==> src/rtl/noc_rr_aggregator.sv <==
// noc_rr_aggregator
// Merges CPU_NB independent valid/ready ingress streams onto a single egress
// stream. Each channel is buffered in its own DEPTH-entry FIFO, and a
// round-robin arbiter selects which non-empty FIFO feeds the single-stage
// output register. Every output beat is tagged with its source channel, and
// each channel keeps a saturating count of beats accepted downstream.
//
// Ports
//   clk       rising-edge clock
//   rst       synchronous active-high reset
//   in_vld    per-channel valid
//   in_rdy    per-channel ready (FIFO not full, low during reset)
//   in_data   per-channel payload, channel i at [i*DATA_W +: DATA_W]
//   out_vld   merged-stream valid
//   out_rdy   merged-stream ready from the consumer
//   out_data  merged payload
//   out_src   source channel of the current output beat
//   beat_cnt  per-channel accepted-beat counters, channel i at [i*CNT_W +: CNT_W]
module noc_rr_aggregator #(
   parameter int  CPU_NB = 4,
   parameter int  DATA_W = 64,
   parameter int  DEPTH  = 4,
   parameter int  CNT_W  = 16,
   localparam int SRC_W  = (CPU_NB > 1) ? $clog2(CPU_NB) : 1
) (
   input  logic                       clk,
   input  logic                       rst,
   input  logic [CPU_NB-1:0]          in_vld,
   output logic [CPU_NB-1:0]          in_rdy,
   input  logic [CPU_NB*DATA_W-1:0]   in_data,
   output logic                       out_vld,
   input  logic                       out_rdy,
   output logic [DATA_W-1:0]          out_data,
   output logic [SRC_W-1:0]           out_src,
   output logic [CPU_NB*CNT_W-1:0]    beat_cnt
);

   localparam int AW = $clog2(DEPTH);

   logic [DATA_W-1:0] mem    [CPU_NB][DEPTH];
   logic [AW:0]       wr_ptr [CPU_NB];
   logic [AW:0]       rd_ptr [CPU_NB];
   logic [CNT_W-1:0]  cnt    [CPU_NB];

   logic [CPU_NB-1:0] full;
   logic [CPU_NB-1:0] empty;
   logic [CPU_NB-1:0] push;
   logic [CPU_NB-1:0] pop;

   logic [SRC_W-1:0]  rr_ptr;
   logic [SRC_W-1:0]  gnt_idx;
   logic [SRC_W-1:0]  cand;
   logic              gnt_vld;
   logic              load;

   for (genvar i = 0; i < CPU_NB; i++) begin : g_ch
      // Extra pointer MSB distinguishes full from empty when the index bits match.
      assign empty[i] = (wr_ptr[i] == rd_ptr[i]);
      assign full[i]  = (wr_ptr[i][AW] != rd_ptr[i][AW]) &&
                        (wr_ptr[i][AW-1:0] == rd_ptr[i][AW-1:0]);
      // Ready depends only on occupancy; a full FIFO stays not-ready even
      // in the cycle it is popped.
      assign in_rdy[i] = !rst && !full[i];
      assign push[i]   = in_vld[i] && in_rdy[i];
      assign pop[i]    = load && (gnt_idx == SRC_W'(i));
      assign beat_cnt[i*CNT_W +: CNT_W] = cnt[i];
   end

   // First non-empty channel found scanning upward from the pointer, wrapping.
   always_comb begin
      gnt_vld = 1'b0;
      gnt_idx = '0;
      cand    = '0;
      for (int k = 0; k < CPU_NB; k++) begin
         cand = SRC_W'((int'(rr_ptr) + k) % CPU_NB);
         if (!gnt_vld && !empty[cand]) begin
            gnt_vld = 1'b1;
            gnt_idx = cand;
         end
      end
   end

   assign load = (!out_vld || out_rdy) && gnt_vld;

   // Storage has no reset; emptiness is defined by the pointers alone.
   always_ff @(posedge clk) begin
      for (int i = 0; i < CPU_NB; i++) begin
         if (push[i]) begin
            mem[i][wr_ptr[i][AW-1:0]] <= in_data[i*DATA_W +: DATA_W];
         end
      end
   end

   always_ff @(posedge clk) begin
      if (rst) begin
         for (int i = 0; i < CPU_NB; i++) begin
            wr_ptr[i] <= '0;
            rd_ptr[i] <= '0;
            cnt[i]    <= '0;
         end
         out_vld  <= 1'b0;
         out_data <= '0;
         out_src  <= '0;
         rr_ptr   <= '0;
      end else begin
         for (int i = 0; i < CPU_NB; i++) begin
            if (push[i]) begin
               wr_ptr[i] <= wr_ptr[i] + 1'b1;
            end
            if (pop[i]) begin
               rd_ptr[i] <= rd_ptr[i] + 1'b1;
            end
            if (out_vld && out_rdy && (out_src == SRC_W'(i)) && (cnt[i] != '1)) begin
               cnt[i] <= cnt[i] + 1'b1;
            end
         end

         if (load) begin
            out_vld  <= 1'b1;
            out_data <= mem[gnt_idx][rd_ptr[gnt_idx][AW-1:0]];
            out_src  <= gnt_idx;
            rr_ptr   <= (gnt_idx == SRC_W'(CPU_NB - 1)) ? '0 : gnt_idx + 1'b1;
         end else if (out_rdy) begin
            out_vld  <= 1'b0;
         end
      end
   end

endmodule

==> config.mk <==
export PLATFORM = sky130hd
export DESIGN_NAME = noc_rr_aggregator
export DESIGN_NICKNAME = d
export VERILOG_FILES = /design/src/rtl/noc_rr_aggregator.sv
export SDC_FILE = /design/constraint.sdc
export NUM_CORES = 2
export LEC_CHECK = 0
export ABC_AREA = 0
export CAP_MARGIN = 10
export CORE_MARGIN = 10
export CORE_UTILIZATION = 47
export CTS_CLUSTER_DIAMETER = 40
export DETAILED_ROUTE_END_ITERATION = 16
export DONT_BUFFER_PORTS = 1
export PLACE_DENSITY = 0.72
export SLEW_MARGIN = 20
export SYNTH_ARGS = -nofsm -noshare
export SYNTH_HDL_FRONTEND = slang
export SYNTH_SLANG_ARGS = --single-unit
==> constraint.sdc <==
create_clock -name clk -period 4.3 [get_ports clk]
set_input_delay 0.86 -clock clk [delete_from_list [all_inputs] [get_ports clk]]
set_output_delay 0.86 -clock clk [all_outputs]
set_load 0.005 [all_outputs]
======== Yosys cells after proc, flatten, opt, wreduce, memory -nomap -nowiden ========
Memories as Yosys holds them, arrays and structs flattened.
Index checks and enable logic that the tools add are counted.
word-level totals
  register bits after elaboration ......... 69
  memory bits (writable) .................. 1112
  bits of input ports ..................... 263
  output and inout bits ................... 135
  logic and storage cells ................. 208
  memories ................................ 4
memory list
  name    words  bits a word  read ports  clocked after Yosys merged registers in  wr ports  line  text
  mem     4      256          1           0                                        4         40    logic [DATA_W-1:0] mem [CPU_NB][DEPTH];
  cnt     4      16           4           0                                        4         43    logic [CNT_W-1:0] cnt [CPU_NB];
  rd_ptr  4      3            5           0                                        4         42    logic [AW:0] rd_ptr [CPU_NB];
  wr_ptr  4      3            4           0                                        4         41    logic [AW:0] wr_ptr [CPU_NB];
operators by class
  add/subtract/negate cells ............... 16
  $lt $le $gt $ge ......................... 13
  eq/ne operators ......................... 22
  multiplexer cells ....................... 84
  bitwise operators ....................... 17
  reduce and logical (&&, ||, !) cells .... 48
operators by type and width
  operator                 number
  $mux W256                4
  $demux W64 S2            4
  $mux W64                 6
  $bmux W64 S2             1
  $add A16 B1 Y16 const B  4
  $mux W16                 4
  $ne A16 B16 Y1 const B   4
  $mux W1                  48
  $logic_and A1 B1 Y1      33
  $add A3 B1 Y3 const B    8
  $mux W3                  8
  $ge A3 B3 Y1 const B     5
  $not A2 Y3               5
  $eq A3 B3 Y1             4
  $lt A2 B3 Y1 const B     4
  $lt A3 B1 Y1 const B     4
  $or A1 B1 Y1             12
  $logic_not A1 Y1         11
  $mux W2                  5
  $bmux W1 S2              4
  $eq A2 B2 Y1             4
  $eq A2 B2 Y1 const B     4
  $add A2 B1 Y2 const B    2
  $add A2 B2 Y2 const B    2
  5 further kinds          10

======== Longest topological paths before layout ========
  depth in word-level cells ............... 18
  mapped depth ............................ 13
  depth with buffers taken out ............ 10

======== Worst setup path after synthesis ========
No wires, ideal clock.
  path type ............................... in2reg
  start point ............................. in rst
  end point ............................... mem mem[1][0] (netlist name) (enable)
  setup time .............................. 0.429 ns
  arrival ................................. 3.150 ns
  data required time ...................... 3.871 ns
  setup slack ............................. 0.721 ns
  stages .................................. 4
  buffers on the path ..................... 2
  path through ............................ clkbuf_1 > clkbuf_1 > a21oi_1 > and3_1
RTL lines
  what                line  text
  start: declaration  27    input logic rst,
  end: declaration    40

==> impl_results.md <==
* Initial Utilization at 0.472
* Final #Nets at 3355
* Initial antenna violation count at 2
* Sequential area share after synthesis at 0.751
* Worst Path Required at 4.92 ns
* Setup Buffers After CTS at 0
* Crit path buffers/inverters at 2
* Post-Synthesis Cells at 3059
* Clock sink count at 1181
* RSZ-0062 raised after global routing: false
* DRC viols at 0
* Final setup viols at 0
* Max Root-Sink Buffers at 3
* Tmin final at 3.65 ns
* Flops & latches, synth at 1181
* CP Launch Type: flop
* HPWL after DPL at 74600 um
* Gpl congestion at 0.815
* DRT iter0 DRCs at 2703
* Critical path endpoint: out_data[60]$_SDFFE_PP0P_
* Sw frac at 0.360
* PostCTS Resize Cnt at 0
* Actual slew at the worst max-slew pin at 1.05 ns
* P_sw at 14.6 mW
* Hold buffers post-CTS at 0
* Router iterations before antenna repair at 9
* Die width at 334 um
* Leakage at 18.2 nW
* Clk network pwr share at 0.300
* Cells after DPL at 4207
* IO buf count at 0
* Synth Area per Inst at 15.1 um^2
* Reg power frac at 0.346
* Largest net degree at the start of global routing at 177
* Critical Path Source: wr_ptr[3][1]$_SDFFCE_PN0P_
* Power share of the combinational group at 0.354
* R2R Path Start: wr_ptr[3][1]$_SDFFCE_PN0P_
* R2r worst-path depth at 11
* Die height at 334 um
* Routed WL at 126000 um
* Core Box Area at 98100 um^2
* P_int at 26.0 mW
* Pins Over Slew Limit at 0
* Prevailing post-synth register cell: edfxtp_1
* Post-route insts no fill at 4469
* Final hold vios at 0
* Clock skew at 0.0381 ns
* Die area at 112000 um^2
* Number of synthesized flops with an enable pin at 1112
* H-tree depth at 4
* CP max stage delay at 0.48 ns
* Min-delay worst type: input port to flop
* CTS tree: built
* Total of max-cap violations at 0
* Routed Antenna Nets at 0
* Syn-to-layout area delta at 14.4%
* Power Dens Cells at 766 nW/um^2
* Max Freq at 0.274 GHz
* Crit path depth at 11
* CTS Root Cell: clkbuf_16
* CP top delay family: compound AO/OA/AOI/OAI gates
* Crit. End Element: flop
* Wire per inst at 28.1 um
* Cts bufs inserted at 142
* Clock transition at the registers of the reported paths at 0.07 ns
* Tot GR Track Use at 0.218
* Cell taking the most area after synthesis: edfxtp_1
* Synthesized cell area at 46300 um^2
* CP max-delay cell: a211oi_1
* Mapped Nets at 3350
* Remaining Overflow, GRT at 0
* Worst hold path depth at 0
* Period Utilization, post-route at 0.848
* Outcome: completed
* Via Count at 27.1k
* Critical path class: flop to flop
* Vias per inst at 6.07
* Vias in the first global route at 26.4k
* Total power at 40.6 mW
* Crit-path cells: xor2_1, or3_1, a311o_1, nand2_1, inv_8, a211oi_1, a31o_4, buf_4, a221oi_1, o21ai_1, nand3_1
* RR Endpoint: out_data[60]$_SDFFE_PP0P_
* IO Pins at 398
* First-pass GRT wire length at 180000 um
* Critical path arrival at 4.27 ns
* Maximum VDD drop at 0.00103 V
* Synth area leaders: edfxtp_1 72%, mux2i_1 5.6%, a221oi_1 4.8%, dfxtp_1 3.0%, nand2_1 2.9%
* Ys async rst share at 0
* Clock latency on the worst-skew pair at 0.75 ns
* Synth cell types at 46
* Slew HR at 0.302
* Setup TNS at 0 ns
* Crit path max fanout at 64
* FF-to-FF setup slack at 0.65 ns
* Ys Warns at 0
* Cell Rows at 115
* Layout cells sized above 1 at 0.103
* Area fraction of the dominant cell type after synthesis at 0.721
==> sequential cells by signal (all words and copies together) (netlist names) <==
| name | cells |
|---|---|
| mem | 1024 |
| cnt | 64 |
| out_data | 64 |
| rd_ptr | 12 |
| wr_ptr | 12 |
| out_src | 2 |
| rr_ptr | 2 |
| out_vld | 1 |
==> power groups by stage <==
stage                     combinational (mW)  clock [mW]  sequential (mW)
final                                   14.4        12.2             14.1
after global routing                    15.5        12.8             14.1
after CTS                               14.3        12.3             14.1
after detailed placement                14.2           0             14.3
after global placement                  14.0           0             14.3
after floorplan                         10.6           0             14.0
==> cell families after synthesis <==
logic type / synth area share
flip-flops: 0.751
AO/OA/AOI/OAI: 0.0935
AND/OR/NAND/NOR: 0.0581
multiplexers: 0.0566
buffers and inverters: 0.0191
XOR/XNOR: 0.0144
adder cells (fa/ha/maj): 0.00756
==> worst min-delay path by stage <==
stage,start,end,slack (ns)
after floorplan,out_data[17]$_SDFFE_PP0P_,out_data[17]$_SDFFE_PP0P_,0.46
after global placement,out_data[47]$_SDFFE_PP0P_,out_data[47]$_SDFFE_PP0P_,0.50
after detailed placement,out_data[47]$_SDFFE_PP0P_,out_data[47]$_SDFFE_PP0P_,0.50
after CTS,in_data[137],mem[2][9]$_DFFE_PP_,0.14
after global routing,in_data[201],mem[3][201]$_DFFE_PP_,0.16
final,in_data[137],mem[2][9]$_DFFE_PP_,0.20
==> Yosys cell counts (all sizes together) (2+ instances only) <==
master / count
edfxtp: 1112
nand2: 358
mux2i: 261
a21oi: 260
a221oi: 256
clkbuf: 147
o21ai: 129
nor2: 104
nand3: 91
dfxtp: 69
buf: 56
xor2: 45
and3: 37
xnor2: 31
ha: 28
inv: 17
nand2b: 10
nand4: 6
a21o: 4
and2: 4
and4: 4
nor3: 4
or2: 4
a31oi: 3
nor2b: 3
a211oi: 2
or3: 2
==> stage by stage <==
step,utilization,setup WS (ns),instance area [um^2],hold slack (ns)
final,0.540,0.652,53000,0.197
after global placement,0.490,0.780,48100,0.502
after detailed placement,0.490,0.705,48100,0.502
after floorplan,-,0.721,46300,0.463
after global routing,0.540,0.436,53000,0.164
after CTS,0.540,0.674,53000,0.144
==> per-layer routing <==
metal,vias up,global-route usage,wire [um]
met5,-,0,13
met4,2,0.0763,3690
met3,262,0.0664,12100
met2,1292,0.369,62100
met1,13700,0.262,47900
li1,11900,-,-
==> worst register-to-register path: cells and delay by family, from the launching register on <==
family                    cells  cell delay (ns)
AOI/OAI and AO/OA             5             1.56
xor gates and xnor gates      1             0.23
buffers and inverters         2             0.59
and+or+nand+nor               3             0.70
DFF                           1             0.46
==> area by class of cell <==
type	instances	area [um^2]
Fill cell	7651	45100
Sequential cell	1181	34800
Multi-Input combinational cell	1658	10800
Clock buffer	172	3790
Tap cell	1287	1610
Clock inverter	89	1110
Timing Repair Buffer	64	843
Inverter	17	78.8
Antenna cell	1	2.50
==> layout by cell type (no fill, tap or decap), types with 5 or more instances in the layout <==
cell type / count
edfxtp_1: 1112
nand2_1: 358
mux2i_1: 261
a21oi_1: 260
a221oi_1: 256
clkbuf_16: 143
nor2_1: 103
nand3_1: 91
o21ai_1: 77
dfxtp_1: 69
o21ai_0: 52
xor2_1: 45
buf_4: 35
xnor2_1: 31
buf_12: 29
ha_1: 28
and3_1: 20
clkbuf_1: 19
clkinv_2: 18
and3_4: 17
inv_1: 15
inv_6: 15
bufinv_16: 15
clkinvlp_4: 13
clkinv_1: 11
nand2b_1: 10
clkbuf_8: 10
nand4_1: 6
clkinv_4: 5
Power figures use the tool's default switching activity.
